===== config.mk =====
export PLATFORM = sky130hd
export DESIGN_NAME = regfile_param
export DESIGN_NICKNAME = d
export VERILOG_FILES = /design/src/rtl/regfile_param_pkg.sv /design/src/rtl/regfile_scoreboard.sv /design/src/rtl/regfile_param.sv
export SDC_FILE = /design/constraint.sdc
export NUM_CORES = 1
export LEC_CHECK = 0
export ABC_AREA = 0
export BUFFER_PORTS_ARGS = -buffer_cell sky130_fd_sc_hd__buf_2
export CORE_MARGIN = 4
export CORE_UTILIZATION = 50
export DETAILED_ROUTE_END_ITERATION = 8
export PLACE_DENSITY = 0.69
export SYNTH_ARGS = -nofsm -noshare
export SYNTH_HDL_FRONTEND = slang
export SYNTH_SLANG_ARGS = --single-unit

===== constraint.sdc =====
create_clock -name clock -period 2.1 [get_ports clock]
set_input_delay 0.105 -clock clock [delete_from_list [all_inputs] [get_ports clock]]
set_output_delay 0.105 -clock clock [all_outputs]
set_load 0.01 [all_outputs]

===== src/rtl/regfile_param_pkg.sv =====
// Shared definitions for the parametrised register file: clear-engine state
// encoding and the default widths used by decode and writeback.
package regfile_param_pkg;

  typedef enum logic [0:0] {
    ST_IDLE  = 1'b0,
    ST_CLEAR = 1'b1
  } rf_state_t;

  localparam int DATA_W_DEF = 16;
  localparam int ADDR_W_DEF = 3;

endpackage


===== src/rtl/regfile_scoreboard.sv =====
// Per-register pending-write bits. A reservation sets a bit, a completed
// write clears it, and a flush clears every bit at once. When a set and a
// clear hit the same register in one cycle, the set wins.
module regfile_scoreboard
  import regfile_param_pkg::*;
#(
  parameter int ADDR_W   = ADDR_W_DEF,
  parameter int ZERO_REG = 0
) (
  input  logic              clock,
  input  logic              reset,
  input  logic              flush,
  input  logic              set_en,
  input  logic [ADDR_W-1:0] set_adr,
  input  logic              clr_en,
  input  logic [ADDR_W-1:0] clr_adr,
  input  logic [ADDR_W-1:0] r_adr,
  input  logic [ADDR_W-1:0] s_adr,
  output logic              pend_r,
  output logic              pend_s
);

  localparam int DEPTH = 1 << ADDR_W;
  localparam bit ZR    = (ZERO_REG != 0);

  logic [DEPTH-1:0] pend;
  logic [DEPTH-1:0] pend_nxt;

  // Next pend vector: flush dominates, then set overrides clear; bit 0 pinned low for a hardwired-zero register
  always_comb begin
    pend_nxt = pend;
    if (flush) begin
      pend_nxt = '0;
    end else begin
      if (clr_en) pend_nxt[clr_adr] = 1'b0;
      if (set_en) pend_nxt[set_adr] = 1'b1;
    end
    if (ZR) pend_nxt[0] = 1'b0;
  end

  // Pend bit storage
  always_ff @(posedge clock or negedge reset) begin
    if (!reset) pend <= '0;
    else        pend <= pend_nxt;
  end

  // Pending flags are the registered state only; no same-cycle forwarding
  assign pend_r = pend[r_adr];
  assign pend_s = pend[s_adr];

endmodule


===== src/rtl/regfile_param.sv =====
// Parametrised two-read/one-write register file with write-to-read bypass,
// a pending-write scoreboard and a sequential bulk-clear engine.
module regfile_param
  import regfile_param_pkg::*;
#(
  parameter int DATA_W   = DATA_W_DEF,
  parameter int ADDR_W   = ADDR_W_DEF,
  parameter int ZERO_REG = 0
) (
  input  logic              clock,
  input  logic              reset,
  input  logic [ADDR_W-1:0] r_adr,
  input  logic [ADDR_W-1:0] s_adr,
  input  logic [ADDR_W-1:0] w_adr,
  input  logic [DATA_W-1:0] w,
  input  logic              we,
  output logic              w_ack,
  input  logic              rsv_en,
  input  logic [ADDR_W-1:0] rsv_adr,
  input  logic              clr_req,
  output logic              clr_busy,
  output logic [DATA_W-1:0] r_bin,
  output logic [DATA_W-1:0] s_bin,
  output logic              pend_r,
  output logic              pend_s
);

  localparam int DEPTH = 1 << ADDR_W;
  localparam bit ZR    = (ZERO_REG != 0);

  logic [DATA_W-1:0] mem [DEPTH];
  rf_state_t         state, state_nxt;
  logic [ADDR_W-1:0] cnt, cnt_nxt;
  logic              idle;
  logic              rsv_ok;
  logic              flush;

  assign idle     = (state == ST_IDLE);
  assign clr_busy = (state == ST_CLEAR);
  assign w_ack    = we && idle && !(ZR && (w_adr == '0));
  assign rsv_ok   = rsv_en && idle && !(ZR && (rsv_adr == '0));
  assign flush    = idle && clr_req;

  // Clear-engine state and sweep counter
  always_ff @(posedge clock or negedge reset) begin
    if (!reset) begin
      state <= ST_IDLE;
      cnt   <= '0;
    end else begin
      state <= state_nxt;
      cnt   <= cnt_nxt;
    end
  end

  // Clear-engine next state: one register zeroed per cycle, DEPTH cycles total
  always_comb begin
    state_nxt = state;
    cnt_nxt   = cnt;
    unique case (state)
      ST_IDLE: begin
        if (clr_req) begin
          state_nxt = ST_CLEAR;
          cnt_nxt   = '0;
        end
      end
      ST_CLEAR: begin
        cnt_nxt = cnt + ADDR_W'(1);
        if (cnt == ADDR_W'(DEPTH - 1)) state_nxt = ST_IDLE;
      end
      default: state_nxt = ST_IDLE;
    endcase
  end

  // Storage array: clear sweep has priority; writes only land while idle
  always_ff @(posedge clock or negedge reset) begin
    if (!reset) begin
      for (int i = 0; i < DEPTH; i++) mem[i] <= '0;
    end else if (clr_busy) begin
      mem[cnt] <= '0;
    end else if (w_ack) begin
      mem[w_adr] <= w;
    end
  end

  // Read ports with per-port bypass of the accepted write; hardwired zero skips bypass
  always_comb begin
    r_bin = mem[r_adr];
    s_bin = mem[s_adr];
    if (w_ack && (w_adr == r_adr)) r_bin = w;
    if (w_ack && (w_adr == s_adr)) s_bin = w;
    if (ZR && (r_adr == '0)) r_bin = '0;
    if (ZR && (s_adr == '0)) s_bin = '0;
  end

  regfile_scoreboard #(
    .ADDR_W  (ADDR_W),
    .ZERO_REG(ZERO_REG)
  ) u_scoreboard (
    .clock  (clock),
    .reset  (reset),
    .flush  (flush),
    .set_en (rsv_ok),
    .set_adr(rsv_adr),
    .clr_en (w_ack),
    .clr_adr(w_adr),
    .r_adr  (r_adr),
    .s_adr  (s_adr),
    .pend_r (pend_r),
    .pend_s (pend_s)
  );

endmodule


### Word-level counts from Yosys, hierarchy flattened

Cells that the tools add are included.

| word-level totals | value |
|---|---|
| bits in registers | 140 |
| logic and storage cells | 80 |
| input port bits | 33 |
| output and inout port bits | 36 |

| operators by class | value |
|---|---|
| add/subtract/negate cells | 1 |
| equal/unequal tests | 4 |
| order comparisons | 12 |
| bitwise operators | 10 |
| reductions and logical operators | 10 |
| multiplexer cells | 32 |

Operator list:

| operator | count |
|---|---|
| 128-bit 2-to-1 mux | 2 |
| 128-bit AND | 1 |
| 128-bit bitwise mux | 1 |
| 16-bit 2-to-1 mux | 8 |
| 128-bit inverter | 1 |
| 16-bit binary-select mux with 3-bit select | 2 |
| 16-bit demux with 3-bit select | 2 |
| 8-bit 2-to-1 mux | 4 |
| 4-bit greater-or-equal comparator, second input constant | 4 |
| 3-bit by 4-bit less-than comparator with 1-bit output, second input constant | 4 |
| 3-bit inverter with 4-bit output | 4 |
| 1-bit logical AND | 9 |
| 8-bit AND | 1 |
| 4-bit by 1-bit less-than comparator with 1-bit output, second input constant | 2 |
| 8-bit inverter | 1 |
| 8-bit OR | 1 |
| 1-bit binary-select mux with 3-bit select | 2 |
| 1-bit demux with 3-bit select | 2 |
| 3-bit == test | 2 |
| 3-bit by 1-bit greater-or-equal comparator with 1-bit output, second input constant | 2 |
| 1-bit 2-to-1 mux | 6 |
| 3-bit one-hot mux with 2 select lines | 1 |
| 3-bit by 1-bit adder with 3-bit output, second input constant | 1 |
| 3-bit == test, second input constant | 1 |
| 5 further kinds | 5 |

### Logic depth before layout (Yosys ltp)

| logic depth | value |
|---|---|
| depth in word-level cells | 11 |
| mapped depth | 6 |
| gate-level depth less buffers | 4 |

### Modules after synthesis

A second synthesis with hierarchy kept.

| second synthesis, totals | value |
|---|---|
| cell total of the unflattened synthesis | 555 |
| area total of the unflattened synthesis | 8030.2 sq um |

Modules (own cells, without submodules):

| module | seq. area each (sq um) | cells an instance | area each (sq um) | times used |
|---|---|---|---|---|
| regfile_param | 3303.2 | 507 | 7527.2 | 1 |
| regfile_scoreboard | 200.2 | 48 | 503.0 | 1 |

### Worst setup path after synthesis

No wires, ideal clock.

| path | value |
|---|---|
| path type | register to output |
| start point | reg state, in the netlist clr_busy |
| end point | out r_bin[10] |
| buffers on the path | 1 |
| slack | 387 ps |
| data required time | 1995 ps |
| data arrival time | 1608 ps |
| stages on the path, launching flop included | 5 |
| path through | dfrtp_1 > nor2b_1 > nand4_1 > buf_4 > mux2_4 |

| between the ends | value |
|---|---|
| longest elaborated chain between the ends | 4 |

RTL lines:

| what | RTL line | RTL |
|---|---|---|
| start: declaration | regfile_param.sv:32 | `rf_state_t state, state_nxt;` |
| start signal: assignment | regfile_param.sv:50 | `state <= state_nxt;` |
| 1-bit inverter | -- |  |
| 1-bit logical AND | regfile_param.sv:40 | `assign w_ack = we && idle && !(ZR && (w_adr == '0));` |
| named net w_ack | regfile_param.sv:17 | `output logic w_ack,` |
| 1-bit logical AND | regfile_param.sv:89 | `if (w_ack && (w_adr == r_adr)) r_bin = w;` |
| 16-bit 2-to-1 mux | regfile_param.sv:89 |  |
| end: declaration | regfile_param.sv:22 | `output logic [DATA_W-1:0] r_bin,` |

The timed path passes the listed nets, and every way through them passes these cells.

### Worst setup path after layout

| path | value |
|---|---|
| start point | reg mem[112] (netlist bit) |
| end point | out s_bin[0] |

| between the ends | value |
|---|---|
| longest elaborated chain between the ends | 4 |

RTL lines:

| what | RTL line | RTL |
|---|---|---|
| start: declaration | regfile_param.sv:31 | `logic [DATA_W-1:0] mem [DEPTH];` |
| start signal: indexed assignment | regfile_param.sv:81 | `mem[w_adr] <= w;` |
| 16-bit binary-select mux with 3-bit select | regfile_param.sv:88 | `s_bin = mem[s_adr];` |
| 16-bit 2-to-1 mux (not written as such) (2 in series) | regfile_param.sv:88 |  |
| 16-bit 2-to-1 mux | regfile_param.sv:90 | `if (w_ack && (w_adr == s_adr)) s_bin = w;` |
| end: declaration | regfile_param.sv:23 | `output logic [DATA_W-1:0] s_bin,` |

Every way passes these cells. The select of a mux whose other input is x is not followed.

==> impl_metrics.tcl <==
set metrics [dict create \
    outcome "complete, but fails checks" \
    violations "negative setup slack" \
    synth_edf_count 0 \
    die_w_um 135.0 \
    p_clk_frac 0.282 \
    synth_warnings 0 \
    ys_async_sr_fraction 1.000 \
    final_area_um2 10020 \
    grt-ovfl-total 0 \
    hp-class "input port to register" \
    drive_gt1_frac 0.4833 \
    vias 6131 \
    cts.clk_slew.worst_paths_ps 60 \
    max-cap-violations 0 \
    place_congestion 0.8014 \
    cts_buffers 17 \
    placed_area_um2 8792 \
    fp-row-count 46 \
    hpwlAfterDp_um 14620 \
    yosysSeqAreaShare 0.4342 \
    synthCells 549 \
    power_frac_comb 0.360 \
    fin_ws_ps -7.028 \
    synthTopCellsByCount "140 x dfrtp_1, 128 x a22o_1, 64 x mux4_1" \
    p_sw_mw 3.590 \
    fmax_ghz 0.4746 \
    drcViolationCount 0 \
    internal-power_mw 7.534 \
    seq_power_share 0.358 \
    cts_max_path_buffers 2 \
    worst_pin_slew_ps 744.7 \
    grt_pass1_wl_um 38790 \
    crit_required_ps 2000 \
    start_util 0.5098 \
    critPathLaunchType "register" \
    swShare 0.3227 \
    cp.arrival_ps 2000 \
    netlist.area_leader.share 0.4342 \
    antenna_cells 0 \
    clkLatencyLatePin_ps 430 \
    antenna_found_initial 0 \
    area_growth_pct 24.21 \
    critical_path_class "register to output port" \
    p_per_area_nw_per_um2 1110 \
    grt_max_degree 77 \
    synth-main-ff-cell "dfrtp_1" \
    avgRoutedWirePerCell_um 27.86 \
    cts_tree "done" \
    ant_nets 0 \
    portBuffers 68 \
    rsz0062_at_grt "yes" \
    setup_violations 7 \
    ys_types 37 \
    synthTopCellsByArea "dfrtp_1 43%, mux4_1 21%, a22o_1 14%" \
    ios 69 \
    cts_root_buf "clkbuf_16" \
    syn_avg_cell_area_um2 14.70 \
    first_pass_iters 5 \
    end_kind "output port" \
    core_area_um2 15830 \
    maxSlewViolCount 0 \
    grt_usage 0.2837 \
    power_leakage_nw 4.738 \
    synth_nets 584 \
    post-route-util 0.6332 \
    period_needed_ps 2107 \
    drtIter0Drc 718 \
    hold_viol 0 \
    worst-path-max-fanout 3 \
    fin_nets 711 \
    yosysMostFrequentCell "dfrtp_1" \
    worst_slew_margin_rel 0.5035 \
    cts.sinks 140 \
    synthesis.area_um2 8069 \
    synth-seq-cells 140 \
    yosysTopAreaCell "dfrtp_1" \
    die_h_um 135.0 \
    grt_pass1_vias 6430 \
    htreeDepth 4 \
    vias_per_cell 6.775 \
    finClkSkew_ps 6.386 \
    dieArea_um2 18230 \
    routed_wl_um 25220 \
    max-vdd-ir-drop_v 0.0007937 \
    finalCritPeriodShare 1.003 \
]
repair_timing:
item,CTS,global route
endpoints found under the setup margin,32,32
setup buffers,36,18
hold endpoints to repair,82,0
gates resized for setup,102,46
hold buffers,6,0
pin swaps,0,0
power by group through the flow:
stage / Sequential, mW / Clock, mW / Combinational, mW
finish: 3.98 / 3.13 / 4.01
global placement: 3.87 / 0 / 3.06
detailed placement: 3.94 / 0 / 3.12
CTS: 3.95 / 3.15 / 3.63
floorplan: 3.74 / 0 / 2.13
global route: 4.05 / 3.29 / 4.22
cell families (layout without fill, tap and decap cells):
family | after synthesis | in the layout | share of synthesized area
compound gates | 156 | 156 | 0.1582
xor+xnor | 6 | 6 | 0.006513
fa+ha+maj | 2 | 2 | 0.003101
buf+inv | 62 | 202 | 0.04311
flops | 140 | 140 | 0.4342
mux | 134 | 134 | 0.3163
simple gates | 49 | 49 | 0.03861
metrics by stage:
stage               power (mW)  worst slack [ps]  std cells  TNS (ps)  hold WS (ps)
finish                   11.12            -7.028        905    -31.72         51.47
CTS                      10.73            -18.38        887    -59.20         39.44
global placement         6.931             257.0        813         0         178.9
floorplan                5.874             386.9        549         0        -190.6
global route             11.56            -63.43        905     -1078         50.48
detailed placement       7.066             246.5        813         0         182.5
layout make-up:
class / count / area, um^2
fill: 1208 / 5806
multi-input combinational: 347 / 4174
sequential: 140 / 3505
timing repair buffer: 169 / 1459
clock buffer: 18 / 439.2
tap: 216 / 270.3
clock inverter: 14 / 171.4
inverter: 1 / 3.754
layer usage:
layer  routed length [um]  global-route usage  up-vias
met5                    0                   0        -
met4                  624             0.08959        0
met3                 2336             0.06818       49
met2                12560              0.4553      412
met1                 9700              0.3869     3202
li1                     -                   -     2468
placed cells by master (no fill, tap or decap), types with 3 or more instances in the layout:
| cell | n |
|---|---|
| dlygate4sd3_1 | 6 |
| mux4_2 | 65 |
| clkbuf_16 | 17 |
| clkinvlp_4 | 6 |
| nor2_2 | 3 |
| buf_4 | 82 |
| dfrtp_1 | 139 |
| mux2_4 | 56 |
| clkinv_4 | 3 |
| buf_2 | 36 |
| buf_6 | 34 |
| mux2_2 | 10 |
| nand2b_1 | 5 |
| o21ai_0 | 8 |
| nor2_1 | 6 |
| a22o_1 | 128 |
| xnor2_1 | 6 |
| bufinv_16 | 3 |
| a21oi_1 | 15 |
| and4b_1 | 3 |
| buf_12 | 11 |
| nor2b_1 | 5 |
| nand2_1 | 8 |
| mux4_1 | 3 |
worst max-delay path, cell delays in order (launching register included):
cell	delay, ps
dfrtp_1	400
mux4_2	480
mux2_4	300
mux2_4	270
buf_6	120
registers in the layout (all words and copies together), names as in the netlist:
register and flops:
cnt 3, clr_busy 1, mem 128, u_scoreboard.pend 8
path summary, 6_finish.rpt:
check	startpoint	end	slack (ps)	cells past startpoint
setup / recovery	mem[112]	s_bin[0]	-7	4
hold / removal	w[0]	mem[16]	50	2
setup reg to reg	clr_busy	mem[60]	120	5
hold reg to reg	mem[33]	mem[33]	530	1
max in group asynchronous	reset	clr_busy	1110	3
min in group asynchronous	reset	mem[8]	270	2
(Power assumes the default switching activity.)
